**config.mk**
```make
export PLATFORM = sky130hd
export DESIGN_NAME = rot_pixel_framer
export DESIGN_NICKNAME = d
export VERILOG_FILES = /design/src/rtl/rot_pixel_framer.sv
export SDC_FILE = /design/constraint.sdc
export NUM_CORES = 1
export LEC_CHECK = 0
export BUFFER_PORTS_ARGS = -buffer_cell sky130_fd_sc_hd__buf_2
export CAP_MARGIN = 20
export CORE_ASPECT_RATIO = 0.75
export CORE_MARGIN = 10
export CORE_UTILIZATION = 26
export CTS_BUF_LIST = sky130_fd_sc_hd__clkbuf_8
export DETAILED_ROUTE_END_ITERATION = 6
export SYNTH_ARGS = -nofsm -noshare
export SYNTH_HDL_FRONTEND = slang
export SYNTH_SLANG_ARGS = --single-unit
```
**constraint.sdc**
```tcl
create_clock -name clk -period 4.85 [get_ports clk]
set_input_delay 0.97 -clock clk [delete_from_list [all_inputs] [get_ports clk]]
set_output_delay 0.97 -clock clk [all_outputs]
set_load 0.01 [all_outputs]
```
**src/rtl/rot_pixel_framer.sv**
```systemverilog
// rot_pixel_framer: frames the free-running rotated pixel stream into a valid/ready stream with sof/eol/eof markers.
// Optional FRAMER_JUMP_CHECK_EN: checks pix_jump against row boundaries and drives jump_err; otherwise jump_err is 0.
module rot_pixel_framer #(
  parameter int IMG_W      = 1024,
  parameter int IMG_H      = 1024,
  parameter int FIFO_DEPTH = 16,
  parameter int IN_LATENCY = 1
) (
  input  logic       clk,
  input  logic       rst,
  input  logic       mode_in,
  input  logic [7:0] pix_in,
  input  logic       pix_jump,
  input  logic       pix_done,
  output logic [7:0] m_data,
  output logic       m_valid,
  input  logic       m_ready,
  output logic       m_sof,
  output logic       m_eol,
  output logic       m_eof,
  output logic       frame_active,
  output logic       frame_done,
  output logic       overflow,
  output logic       short_frame,
  output logic       jump_err
);
  localparam int TOT = IMG_W * IMG_H;
  localparam int CW  = TOT > 1 ? $clog2(TOT) : 1;
  localparam int XW  = IMG_W > 1 ? $clog2(IMG_W) : 1;
  localparam int YW  = IMG_H > 1 ? $clog2(IMG_H) : 1;
  localparam int AW  = $clog2(FIFO_DEPTH);
  localparam logic [CW-1:0] IN_LAST  = CW'(TOT - 1);
  localparam logic [XW-1:0] X_LAST   = XW'(IMG_W - 1);
  localparam logic [YW-1:0] Y_LAST   = YW'(IMG_H - 1);
  localparam logic [2:0]    LAT_LAST = 3'(IN_LATENCY > 0 ? IN_LATENCY - 1 : 0);
  localparam logic [AW:0]   DEPTH    = (AW + 1)'(FIFO_DEPTH);

  typedef enum logic [2:0] {IDLE, WAIT_LAT, CAPTURE, DRAIN, DONE} state_t;

  state_t        r_state, w_state_nx;
  logic          r_mode_d;
  logic [7:0]    r_mem [FIFO_DEPTH];
  logic [AW-1:0] r_wp, r_rp;
  logic [AW:0]   r_cnt, w_cnt_nx;
  logic [CW-1:0] r_in_cnt;
  logic [XW-1:0] r_out_col;
  logic [YW-1:0] r_out_row;
  logic [2:0]    r_lat;
  logic          r_active, r_done, r_ovf, r_short, r_jerr;
  logic          w_rise, w_fall, w_start, w_abort, w_cap, w_last, w_short;
  logic          w_try, w_push, w_pop, w_full, w_drop, w_flush, w_fin, w_col_end;

  assign w_rise    = mode_in && !r_mode_d;
  assign w_fall    = !mode_in && r_mode_d;
  assign w_start   = r_state == IDLE && w_rise;
  assign w_abort   = w_fall && (r_state == WAIT_LAT || r_state == CAPTURE || r_state == DRAIN);
  assign w_flush   = w_start || w_abort;
  assign w_cap     = r_state == CAPTURE && !w_fall;
  assign w_last    = r_in_cnt == IN_LAST;
  assign w_short   = w_cap && pix_done && !w_last;
  assign w_try     = w_cap && !w_short;
  assign w_pop     = m_valid && m_ready;
  assign w_full    = r_cnt == DEPTH;
  assign w_push    = w_try && (!w_full || w_pop);
  assign w_drop    = w_try && !w_push;
  assign w_cnt_nx  = r_cnt + (AW + 1)'(w_push) - (AW + 1)'(w_pop);
  assign w_fin     = r_state == DRAIN && !w_fall && w_cnt_nx == '0;
  assign w_col_end = r_out_col == X_LAST;

`ifdef FRAMER_JUMP_CHECK_EN
  logic [XW-1:0] r_in_col;
  logic          w_jerr;
  // Input column tracker so row starts are recognised without a modulo.
  always_ff @(posedge clk)
    if (rst || w_start) r_in_col <= '0;
    else if (w_cap) r_in_col <= (r_in_col == X_LAST) ? '0 : r_in_col + 1'b1;
  assign w_jerr = w_cap && (pix_jump != (r_in_col == '0 && r_in_cnt != '0));
`else
  logic w_jerr, w_unused;
  assign w_jerr   = 1'b0;
  assign w_unused = pix_jump;
`endif

  // Registered copy of mode_in for edge detection.
  always_ff @(posedge clk)
    if (rst) r_mode_d <= 1'b0;
    else r_mode_d <= mode_in;

  // Frame state register.
  always_ff @(posedge clk)
    if (rst) r_state <= IDLE;
    else r_state <= w_state_nx;

  // Next-state logic; a falling mode_in mid-frame aborts back to IDLE.
  always_comb begin
    w_state_nx = r_state;
    case (r_state)
      IDLE:     w_state_nx = !w_rise ? IDLE : (IN_LATENCY == 0) ? CAPTURE : WAIT_LAT;
      WAIT_LAT: w_state_nx = w_fall ? IDLE : (r_lat == LAT_LAST) ? CAPTURE : WAIT_LAT;
      CAPTURE:  w_state_nx = w_fall ? IDLE : (w_short || w_last) ? DRAIN : CAPTURE;
      DRAIN:    w_state_nx = w_fall ? IDLE : w_fin ? DONE : DRAIN;
      DONE:     w_state_nx = mode_in ? DONE : IDLE;
      default:  w_state_nx = IDLE;
    endcase
  end

  // FIFO pointers and occupancy; flushed on frame start and abort.
  always_ff @(posedge clk)
    if (rst || w_flush) begin
      r_wp  <= '0;
      r_rp  <= '0;
      r_cnt <= '0;
    end else begin
      r_wp  <= r_wp + AW'(w_push);
      r_rp  <= r_rp + AW'(w_pop);
      r_cnt <= w_cnt_nx;
    end

  // FIFO storage write.
  always_ff @(posedge clk)
    if (w_push) r_mem[r_wp] <= pix_in;

  // Latency, input index and output position counters.
  always_ff @(posedge clk)
    if (rst || w_start) begin
      r_lat     <= '0;
      r_in_cnt  <= '0;
      r_out_col <= '0;
      r_out_row <= '0;
    end else begin
      if (r_state == WAIT_LAT) r_lat <= r_lat + 3'd1;
      if (w_cap) r_in_cnt <= r_in_cnt + 1'b1;
      if (w_pop) begin
        r_out_col <= w_col_end ? '0 : r_out_col + 1'b1;
        if (w_col_end) r_out_row <= (r_out_row == Y_LAST) ? '0 : r_out_row + 1'b1;
      end
    end

  // Frame status and sticky error flags; sticky flags clear only on a frame start.
  always_ff @(posedge clk)
    if (rst) begin
      r_done   <= 1'b0;
      r_active <= 1'b0;
      r_ovf    <= 1'b0;
      r_short  <= 1'b0;
      r_jerr   <= 1'b0;
    end else begin
      r_done   <= w_fin;
      r_active <= w_start || (r_active && !w_abort && !w_fin);
      r_ovf    <= !w_start && (r_ovf || w_drop);
      r_short  <= !w_start && (r_short || w_short);
      r_jerr   <= !w_start && (r_jerr || w_jerr);
    end

  assign m_valid      = r_cnt != '0;
  assign m_data       = m_valid ? r_mem[r_rp] : 8'h00;
  assign m_sof        = m_valid && r_out_row == '0 && r_out_col == '0;
  assign m_eol        = m_valid && w_col_end;
  assign m_eof        = m_valid && w_col_end && r_out_row == Y_LAST;
  assign frame_active = r_active;
  assign frame_done   = r_done;
  assign overflow     = r_ovf;
  assign short_frame  = r_short;
  assign jump_err     = r_jerr;
endmodule

```
**After elaboration in Yosys (flattened, before gate mapping)**

Memory sizes are Yosys's and may differ from the RTL's. A register that Yosys moved wholly into a read port is not among the register bits.
Index checks and enable logic that the tools add are counted.

- Input port bits: 14
- Bits in read-only memories: 0
- Bits in latches: 0
- Bits in writable memories: 128
- Output and inout bits: 17
- Memories kept: 1
- Register bits: 65

Memory list:

| name | words | width | read ports | clocked after Yosys merged registers in | write ports | line | text |
|---|---|---|---|---|---|---|---|
| r_mem | 16 | 8 | 1 | 1 | 1 | 42 | `logic [7:0] r_mem [FIFO_DEPTH];` |

- $lt $le $gt $ge: 0
- Reduce and logical (&&, ||, !) cells: 49
- Div/mod/pow operators: 0
- Multiply operators: 0
- Shift operators: 0
- Multiplexer cells: 15
- Equal/unequal tests: 8
- Add/sub/neg operators: 8
- Bitwise gates (word level): 0

Operators by type and width:

| kind | number |
|---|---|
| $logic_and A1 B1 Y1 | 22 |
| $add A10 B1 Y10 const B | 2 |
| $add A20 B1 Y20 const B | 1 |
| $eq A10 B10 Y1 const B | 2 |
| $eq A20 B20 Y1 const B | 1 |
| $logic_not A10 Y1 | 2 |
| $mux W10 | 2 |
| $pmux W3 S5 | 1 |
| $logic_not A1 Y1 | 10 |
| $logic_or A1 B1 Y1 | 10 |
| $mux W3 | 3 |
| $add A4 B1 Y4 | 2 |
| $mux W8 | 1 |
| $eq A3 B2 Y1 const B | 2 |
| $logic_not A3 Y1 | 2 |
| $mux W2 | 3 |
| $add A5 B1 Y5 | 1 |
| $eq A5 B5 Y1 const B | 1 |
| $logic_not A5 Y1 | 1 |
| $reduce_bool A5 Y1 | 1 |
| $sub A5 B1 Y5 | 1 |
| $mux W1 | 4 |
| $mux W4 | 1 |
| $add A3 B1 Y3 const B | 1 |
| 3 further kinds | 3 |

**Logic depth before layout (Yosys ltp)**

Gate-level depths: netlist (run 1).

- Depth after elaboration: 16
- Mapped depth: 14

**Worst setup path after synthesis (run 1)**

OpenSTA, ideal clock, no wires.

- Path kind: in2reg
- Start point: input mode_in
- End point: register r_active, in the netlist frame_active
- Library setup time: 0.140 ns
- Data required time: 4.710 ns
- Path slack: 1.063 ns
- Stages on the path: 12
- Arrival time: 3.647 ns
- Path buffers: 1
- Cells stage by stage: nand2b_1 clkbuf_1 nand3_1 o41ai_4 or2_2 o21ai_0 ha_1 fa_1 xor2_1 or3_1 nor3_1 a221oi_1

- Cells in the longest elaborated chain, start to end: 16
- Elaborated cells on any way between the ends: 22
- Classes of those cells: 2 x add/sub; 20 x reduce/logical

Ends and longest elaborated chain:

| element | line | text |
|---|---|---|
| start: declaration | 11 | `input logic mode_in,` |
| $logic_not A1 Y1 | 54 | `assign w_fall = !mode_in && r_mode_d;` |
| $logic_and A1 B1 Y1 | 54 |  |
| $logic_not A1 Y1 | 58, 67 |  |
| $logic_and A1 B1 Y1 | 58 | `assign w_cap = r_state == CAPTURE && !w_fall;` |
| $logic_and A1 B1 Y1 (2 in a row) | 60 | `assign w_short = w_cap && pix_done && !w_last;` |
| $logic_not A1 Y1 | 61 | `assign w_try = w_cap && !w_short;` |
| $logic_and A1 B1 Y1 | 61 |  |
| $logic_and A1 B1 Y1 | 64 | `assign w_push = w_try && (!w_full \|\| w_pop);` |
| $add A5 B1 Y5 | 66 | `assign w_cnt_nx = r_cnt + (AW + 1)'(w_push) - (AW + 1)'(w_pop);` |
| $sub A5 B1 Y5 | 66 |  |
| $logic_not A5 Y1 | 67 | `assign w_fin = r_state == DRAIN && !w_fall && w_cnt_nx == '0;` |
| $logic_and A1 B1 Y1 | 67 |  |
| $logic_not A1 Y1 | 149 | `r_active <= w_start \|\| (r_active && !w_abort && !w_fin);` |
| $logic_and A1 B1 Y1 | 149 |  |
| $logic_or A1 B1 Y1 * | 149 |  |
| end signal: assignment | 149 |  |
| end: declaration | 49 | `logic r_active, r_done, r_ovf, r_short, r_jerr;` |

Every way passes the cells marked *; elsewhere a longest branch is shown, timed or not.
A chain may end at the register's enable or synchronous reset.

**Worst setup path in the final report (run 1)**

- Start point: input mode_in
- End point: register r_state[2]

- Cells in the longest elaborated chain, start to end: 16
- Elaborated cells on any way between the ends: 18
- Classes of those cells: 2 x add/sub; 4 x mux; 12 x reduce/logical

Ends and longest elaborated chain:

| element | line | text |
|---|---|---|
| $logic_not A1 Y1 * | 54 |  |
| $logic_and A1 B1 Y1 * | 54 |  |
| $logic_not A1 Y1 * | 58 |  |
| $logic_and A1 B1 Y1 * | 58 |  |
| $logic_and A1 B1 Y1 (2 in a row) | 60 |  |
| $logic_not A1 Y1 | 61 |  |
| $logic_and A1 B1 Y1 * | 61 |  |
| $logic_and A1 B1 Y1 * | 64 |  |
| $add A5 B1 Y5 * | 66 |  |
| $sub A5 B1 Y5 * | 66 |  |
| net w_cnt_nx[1] | 44 | `logic [AW:0] r_cnt, w_cnt_nx;` |
| $logic_not A5 Y1 * | 67 |  |
| $logic_and A1 B1 Y1 * | 67 |  |
| $mux W3 * (2 in a row) | 101 | `DRAIN: w_state_nx = w_fall ? IDLE : w_fin ? DONE : DRAIN;` |
| $pmux W3 S5 * | 97 | `case (r_state)` |
| end signal: assignment | 92 | `else r_state <= w_state_nx;` |
| end: declaration | 40 | `state_t r_state, w_state_nx;` |

The timed path passes the listed nets; every way through them passes the cells marked *.

==> impl_metrics.toml, run 1 <==
[min_path]
min_to = "short_frame"
hold_class = "flop to flop"
worstHoldStart = "short_frame"
hold-path-cell-count = 2

[route]
vias = 4762
wl_um = 16500
avgViaCountPerCell = 4.57
final_antenna_net_count = 0
remaining_drc_errors = 0
first_pass_iters = 5
wl_per_cell_um = 15.8
drtIter0Drc = 316

[floorplan]
dieArea_sq_mm = 0.0388
num_rows = 55
die_h_um = 173
core_area_sq_mm = 0.0305
dieWidth_um = 224
io-pin-count = 31
initial_core_util_pct = 26.6

[yosys]
yosysWarnings = 0
yosysSeqAreaShare_pct = 63.3
netlist.area_leader.share_pct = 47.3
synth_edf_count = 128
yosysTopAreaCell = "edfxtp_1"
syn_avg_cell_area_sq_um = 13.7
async_flop_share_pct = 0
netlist_top_cells_area = "edfxtp_1 47%, dfxtp_1 16%, mux4_2 8.9%, xnor2_1 3.2%, nor2_1 2.7%"
syn_nets = 623
synth-seq-cells = 193
ys.flop_type = "edfxtp_1"
ys_types = 47
netlist_instances = 592
synth_area_sq_mm = 0.00812

[worst_setup_path]
reg2reg_to = "r_state[2]"
ff2ff_setup_slack_ns = 1.02
cp-end-kind = "flop"
cp-startpoint = "mode_in"
cp.arrival_ns = 4.24
crit_type = "primary input to flop"
worstRegToRegCells = 10
cp-start-kind = "primary input"
rr_startpoint = "r_in_cnt[4]"
cp_max_fo = 10
required_ns = 5.25

[timing]
fin_skew_ns = 0.0199
clock.fmax_ghz = 0.261
fin_crit_sh_pct = 79.1
rsz0062_at_grt = "no"
hold_violations = 0
finalSetupViolations = 0
tns_ns = 0
period_minus_slack_ns = 3.84
tightest_slew_ns = 0.978
max_slew_margin_pct = 34.5
slew_violations = 0

[global_routing]
antenna_found_initial = 2
grt_pass1_wl_um = 26300
grt_pass1_vias = 4558
grt_max_degree = 39
grt_usage_pct = 8.68
overflow = 0

[placement]
hpwlAfterDp_um = 11300
place_area_sq_mm = 0.00882
gp_congestion = 0.776
port_buffers = 29

[power_and_ir_drop]
p_per_area_mw_per_mm2 = 392
power.total_w = 0.00362
p_sw_w = 0.00108
power_frac_comb_pct = 19.9
switching_share_pct = 29.9
seq_power_share_pct = 51.1
p_leak_nw = 2.93
vdd_ir_drop_max_v = 0.000160
pwr-share-clk_pct = 29.0
power.internal_w = 0.00254

[clocking]
cts_tree = "yes"
postCtsSetupBuffers = 0
cts.path.max_buffers = 2
cts-resized-gates = 0
insertion_delay_ns = 0.46
cts-root-buf = "clkbuf_8"
cts_sinks = 193
cts-buffers-inserted = 17
cts_hold_buf = 0
clkTransAtPathRegs_ns = 0.11
htreeDepth = 4

[cells_and_area]
fin_area_sq_mm = 0.00923
drive_gt1_share_pct = 18.6
finalNetCount = 662
fillers = 3001
syn_to_final_growth_pct = 13.6
n_antenna_cell = 0

[run]
drv_cap = 0

[outcome]
status = "finished clean"
-- sequential cells by signal, indices dropped and copies added, names as in the netlist, 3 cells and up --
name	count
r_in_cnt	20
r_mem	128
r_state	3
r_out_row	10
r_cnt	5
r_rp	4
r_out_col	10
r_wp	4
r_lat	3
-- layer usage --
metal / vias to the layer above / part of all wire (%) / track usage [%]
met4: 4 / 0.93 / 2.71
li1: 2297 / - / -
met2: 117 / 46 / 12.6
met3: 12 / 4.7 / 2.06
met5: - / 0.19 / 0
met1: 2332 / 48 / 12.4
-- power groups by stage --
stage	logic, W	registers [W]	clock network, W
after floorplan	0.000540	0.00184	0
after global placement	0.000716	0.00189	0
after detailed placement	0.000725	0.00189	0
after CTS	0.000726	0.00185	0.00108
after global routing	0.000793	0.00186	0.00115
final	0.000720	0.00185	0.00105
-- synth_stat cells, drive strengths merged, types with 2 or more instances --
cell type,instances
a211oi,2
a21oi,11
a31oi,6
and2,2
and3,11
and4,6
buf,10
clkbuf,16
dfxtp,65
edfxtp,128
ha,16
inv,19
mux2i,16
mux4,32
nand2,33
nand2b,7
nand3,21
nand4,8
nand4b,4
nor2,58
nor2b,4
nor3,23
nor3b,2
nor4,15
nor4b,3
o21ai,5
o21bai,2
o22ai,10
or2,2
or3,4
xnor2,30
xor2,11
-- area by class of cell --
class                   instances  area (sq um)  share of cell area, %
flip-flops and latches        193          5150                   55.8
multi-input cells             354          2830                   30.7
well taps                     399           499                   5.41
repair buffers                 46           280                   3.04
clock buffers                  17           234                   2.54
clock inverters                15           164                   1.78
inverters                      19          71.3                  0.773
-- cell usage in the layout (no fill, tap or decap), types with 5 or more instances in the layout --
cell	n
a21oi_1	11
a31oi_1	6
and3_1	11
and4_1	6
buf_2	29
buf_4	16
clkbuf_8	17
dfxtp_1	64
edfxtp_1	128
ha_1	16
inv_1	20
inv_8	5
mux2i_1	16
mux4_2	32
nand2_1	32
nand2b_1	7
nand3_1	20
nand4_1	8
nor2_1	58
nor3_1	23
nor4_1	11
o21ai_0	5
o22ai_1	10
xnor2_1	30
xor2_1	11
-- worst max-delay path, cell delays in order --
cell	delay, ns
buf_2	0.11
nand2b_1	0.28
nand3_1	0.18
o41ai_4	0.55
nand2_2	0.26
o21ai_0	0.22
ha_1	0.21
fa_1	0.44
or3_1	0.43
nor4_1	0.41
o21bai_1	0.16
-- through the flow --
stage                     hold slack [ns]  setup slack, ns  instances  utilization [%]
after floorplan                     0.466             1.06        592                -
after global placement              0.448            0.614       1010             28.9
after detailed placement            0.454            0.506       1010             28.9
after CTS                           0.481             1.00       1042             30.2
after global routing                0.534            0.623       1043             30.3
final                               0.477             1.01       1043             30.3
-- kinds of logic after synthesis --
kind of cell             synth area share (%)
adder cells (fa/ha/maj)                  2.71
multiplexers                             10.8
buffers and inverters                    2.17
flip-flops                               63.3
XOR/XNOR                                 4.42
AND/OR/NAND/NOR                          13.1
AO/OA/AOI/OAI                            3.45
-- worst max path at each step --
stage,to,cells after the start
5_1_grt,r_state[2],10
2_1_floorplan,frame_active,12
6_report,r_state[2],11
4_1_cts,r_state[2],10
3_5_place_dp,r_state[2],11
3_3_place_gp,frame_active,11
No activity file was read; power rests on OpenSTA's default activity.
==> run 2: changes to the inputs <==
- clock period: 4.85 -> 3.9 ns (I/O delays scaled with it)
==> impl_metrics.toml, run 2 (synthesis results as in run 1) <==
[clocking]
cts-resized-gates = 0
cts_sinks = 193
htreeDepth = 4
cts-buffers-inserted = 17
insertion_delay_ns = 0.47
cts-root-buf = "clkbuf_8"
cts_hold_buf = 0
clkTransAtPathRegs_ns = 0.12
cts_tree = "yes"
postCtsSetupBuffers = 0
cts.path.max_buffers = 2

[cells_and_area]
largest_reg_flops = 128
finalNetCount = 672
regMostFlops = "r_mem"
final_core_util_pct = 30.6
n_antenna_cell = 0
layout_commonest_cell = "edfxtp_1"
drive_gt1_share_pct = 20.0
layout_common_cells = "128 x edfxtp_1, 64 x dfxtp_1, 58 x nor2_1"
syn_to_final_growth_pct = 15.0
reg.largest.list = "r_mem: 128 flops, r_in_cnt: 20 flops"

[placement]
port_buffers = 29
gp_congestion = 0.754
hpwlAfterDp_um = 11400
pre_cts_ws_ns = 0.153

[timing]
tightest_slew_ns = 0.924
period_minus_slack_ns = 3.55
fin_ws_ns = 0.351
fin_skew_ns = 0.0224
worst_hold_slack_ns = 0.477
tns_ns = 0
hold_violations = 0
slew_violations = 0
rsz0062_at_grt = "no"
clock.fmax_ghz = 0.282
max_slew_margin_pct = 38.3
finalSetupViolations = 0
fin_crit_sh_pct = 91.0

[route]
wl_per_cell_um = 15.9
wl_um = 16700
drtIter0Drc = 291
avgViaCountPerCell = 4.53
remaining_drc_errors = 0
vias = 4773
first_pass_iters = 4
final_antenna_net_count = 0

[power_and_ir_drop]
p_per_area_mw_per_mm2 = 495
p_leak_nw = 2.98
power.total_w = 0.00462
vdd_ir_drop_max_v = 0.000221

[global_routing]
grt_pass1_vias = 4767
grt_pass1_wl_um = 26500
grt_usage_pct = 8.74
grt_max_degree = 35
overflow = 0
antenna_found_initial = 2

[worst_setup_path]
critPathSlowestCell = "dfxtp_1"
cp-start-kind = "flop"
cp_max_fo = 6
cpPeakStageDelay_ns = 0.42
worst-path-buf-inv = 0
cp-end-kind = "flop"
path_delay_family = "simple AND/OR/NAND/NOR gates"
crit_type = "flop to flop"
required_ns = 4.22
crit_chain = "and4_1 > nand3_1 > o41ai_4 > or2_2 > o21ai_0 > ha_1 > fa_1 > xor2_1 > or3_1 > nor3_1 > a221oi_1"
cp.arrival_ns = 3.87

[outcome]
status = "finished clean"

[floorplan]
die_h_um = 173
dieArea_sq_mm = 0.0388
initial_core_util_pct = 26.6
io-pin-count = 31
dieWidth_um = 224
core_area_sq_mm = 0.0305
num_rows = 55

[run]
drv_cap = 0

[min_path]
hold_class = "flop to flop"
## run 2: cell count changes in the layout (fill, tap and decap cells not counted)
cell,before,now
clkinv_2,1,0
inv_6,3,4
inv_8,5,3
clkinvlp_4,0,2
inv_1,20,19
inv_12,0,1
buf_4,16,27
clkinv_4,3,0
buf_8,1,0
clkinv_8,1,3
bufinv_16,1,2
## run 2: cell type report
cell class	count	area [sq um]
multi-input combinational	354	2830
tap	399	499
clock inverter	15	209
clock buffer	17	234
sequential	193	5150
inverter	19	71.3
timing repair buffer	56	348
fill	3009	21100
## run 2: routing by layer
layer	track usage (%)	vias to the layer above	wire, um
li1	-	2312	-
met1	11.7	2365	8180
met2	13.5	76	7610
met3	2.28	16	733
met4	2.71	4	169
met5	0	-	27
## run 2: worst paths after layout
check                 end         from  cells after the start  slack, ns
max          frame_active  r_in_cnt[4]                     11       0.35
min              jump_err     jump_err                      1       0.48
max reg2reg  frame_active  r_in_cnt[4]                     11       0.35
min reg2reg      jump_err     jump_err                      1       0.48
## run 2: worst reg2reg max path, delay by kind of cell, from the launching register on
kind | cells | cell delay [ns]
AOI/OAI and AO/OA | 3 | 0.65
and+or+nand+nor | 5 | 1.54
xor gates and xnor gates | 1 | 0.18
adders and majority gates | 2 | 0.62
DFF | 1 | 0.42
## run 2: power by group
part           total, W  internal [W]  leakage [nW]  switching, W
combinational  0.000954      0.000419          1.09      0.000535
clock           0.00142      0.000615         0.215      0.000802
sequential      0.00225       0.00222          1.68     0.0000368
## run 2: metrics by stage
stage	std cells	cell area, sq um
floorplan	592	8120
global placement	1021	8900
detailed placement	1021	8900
CTS	1053	9340
global route	1053	9340
finish	1053	9340
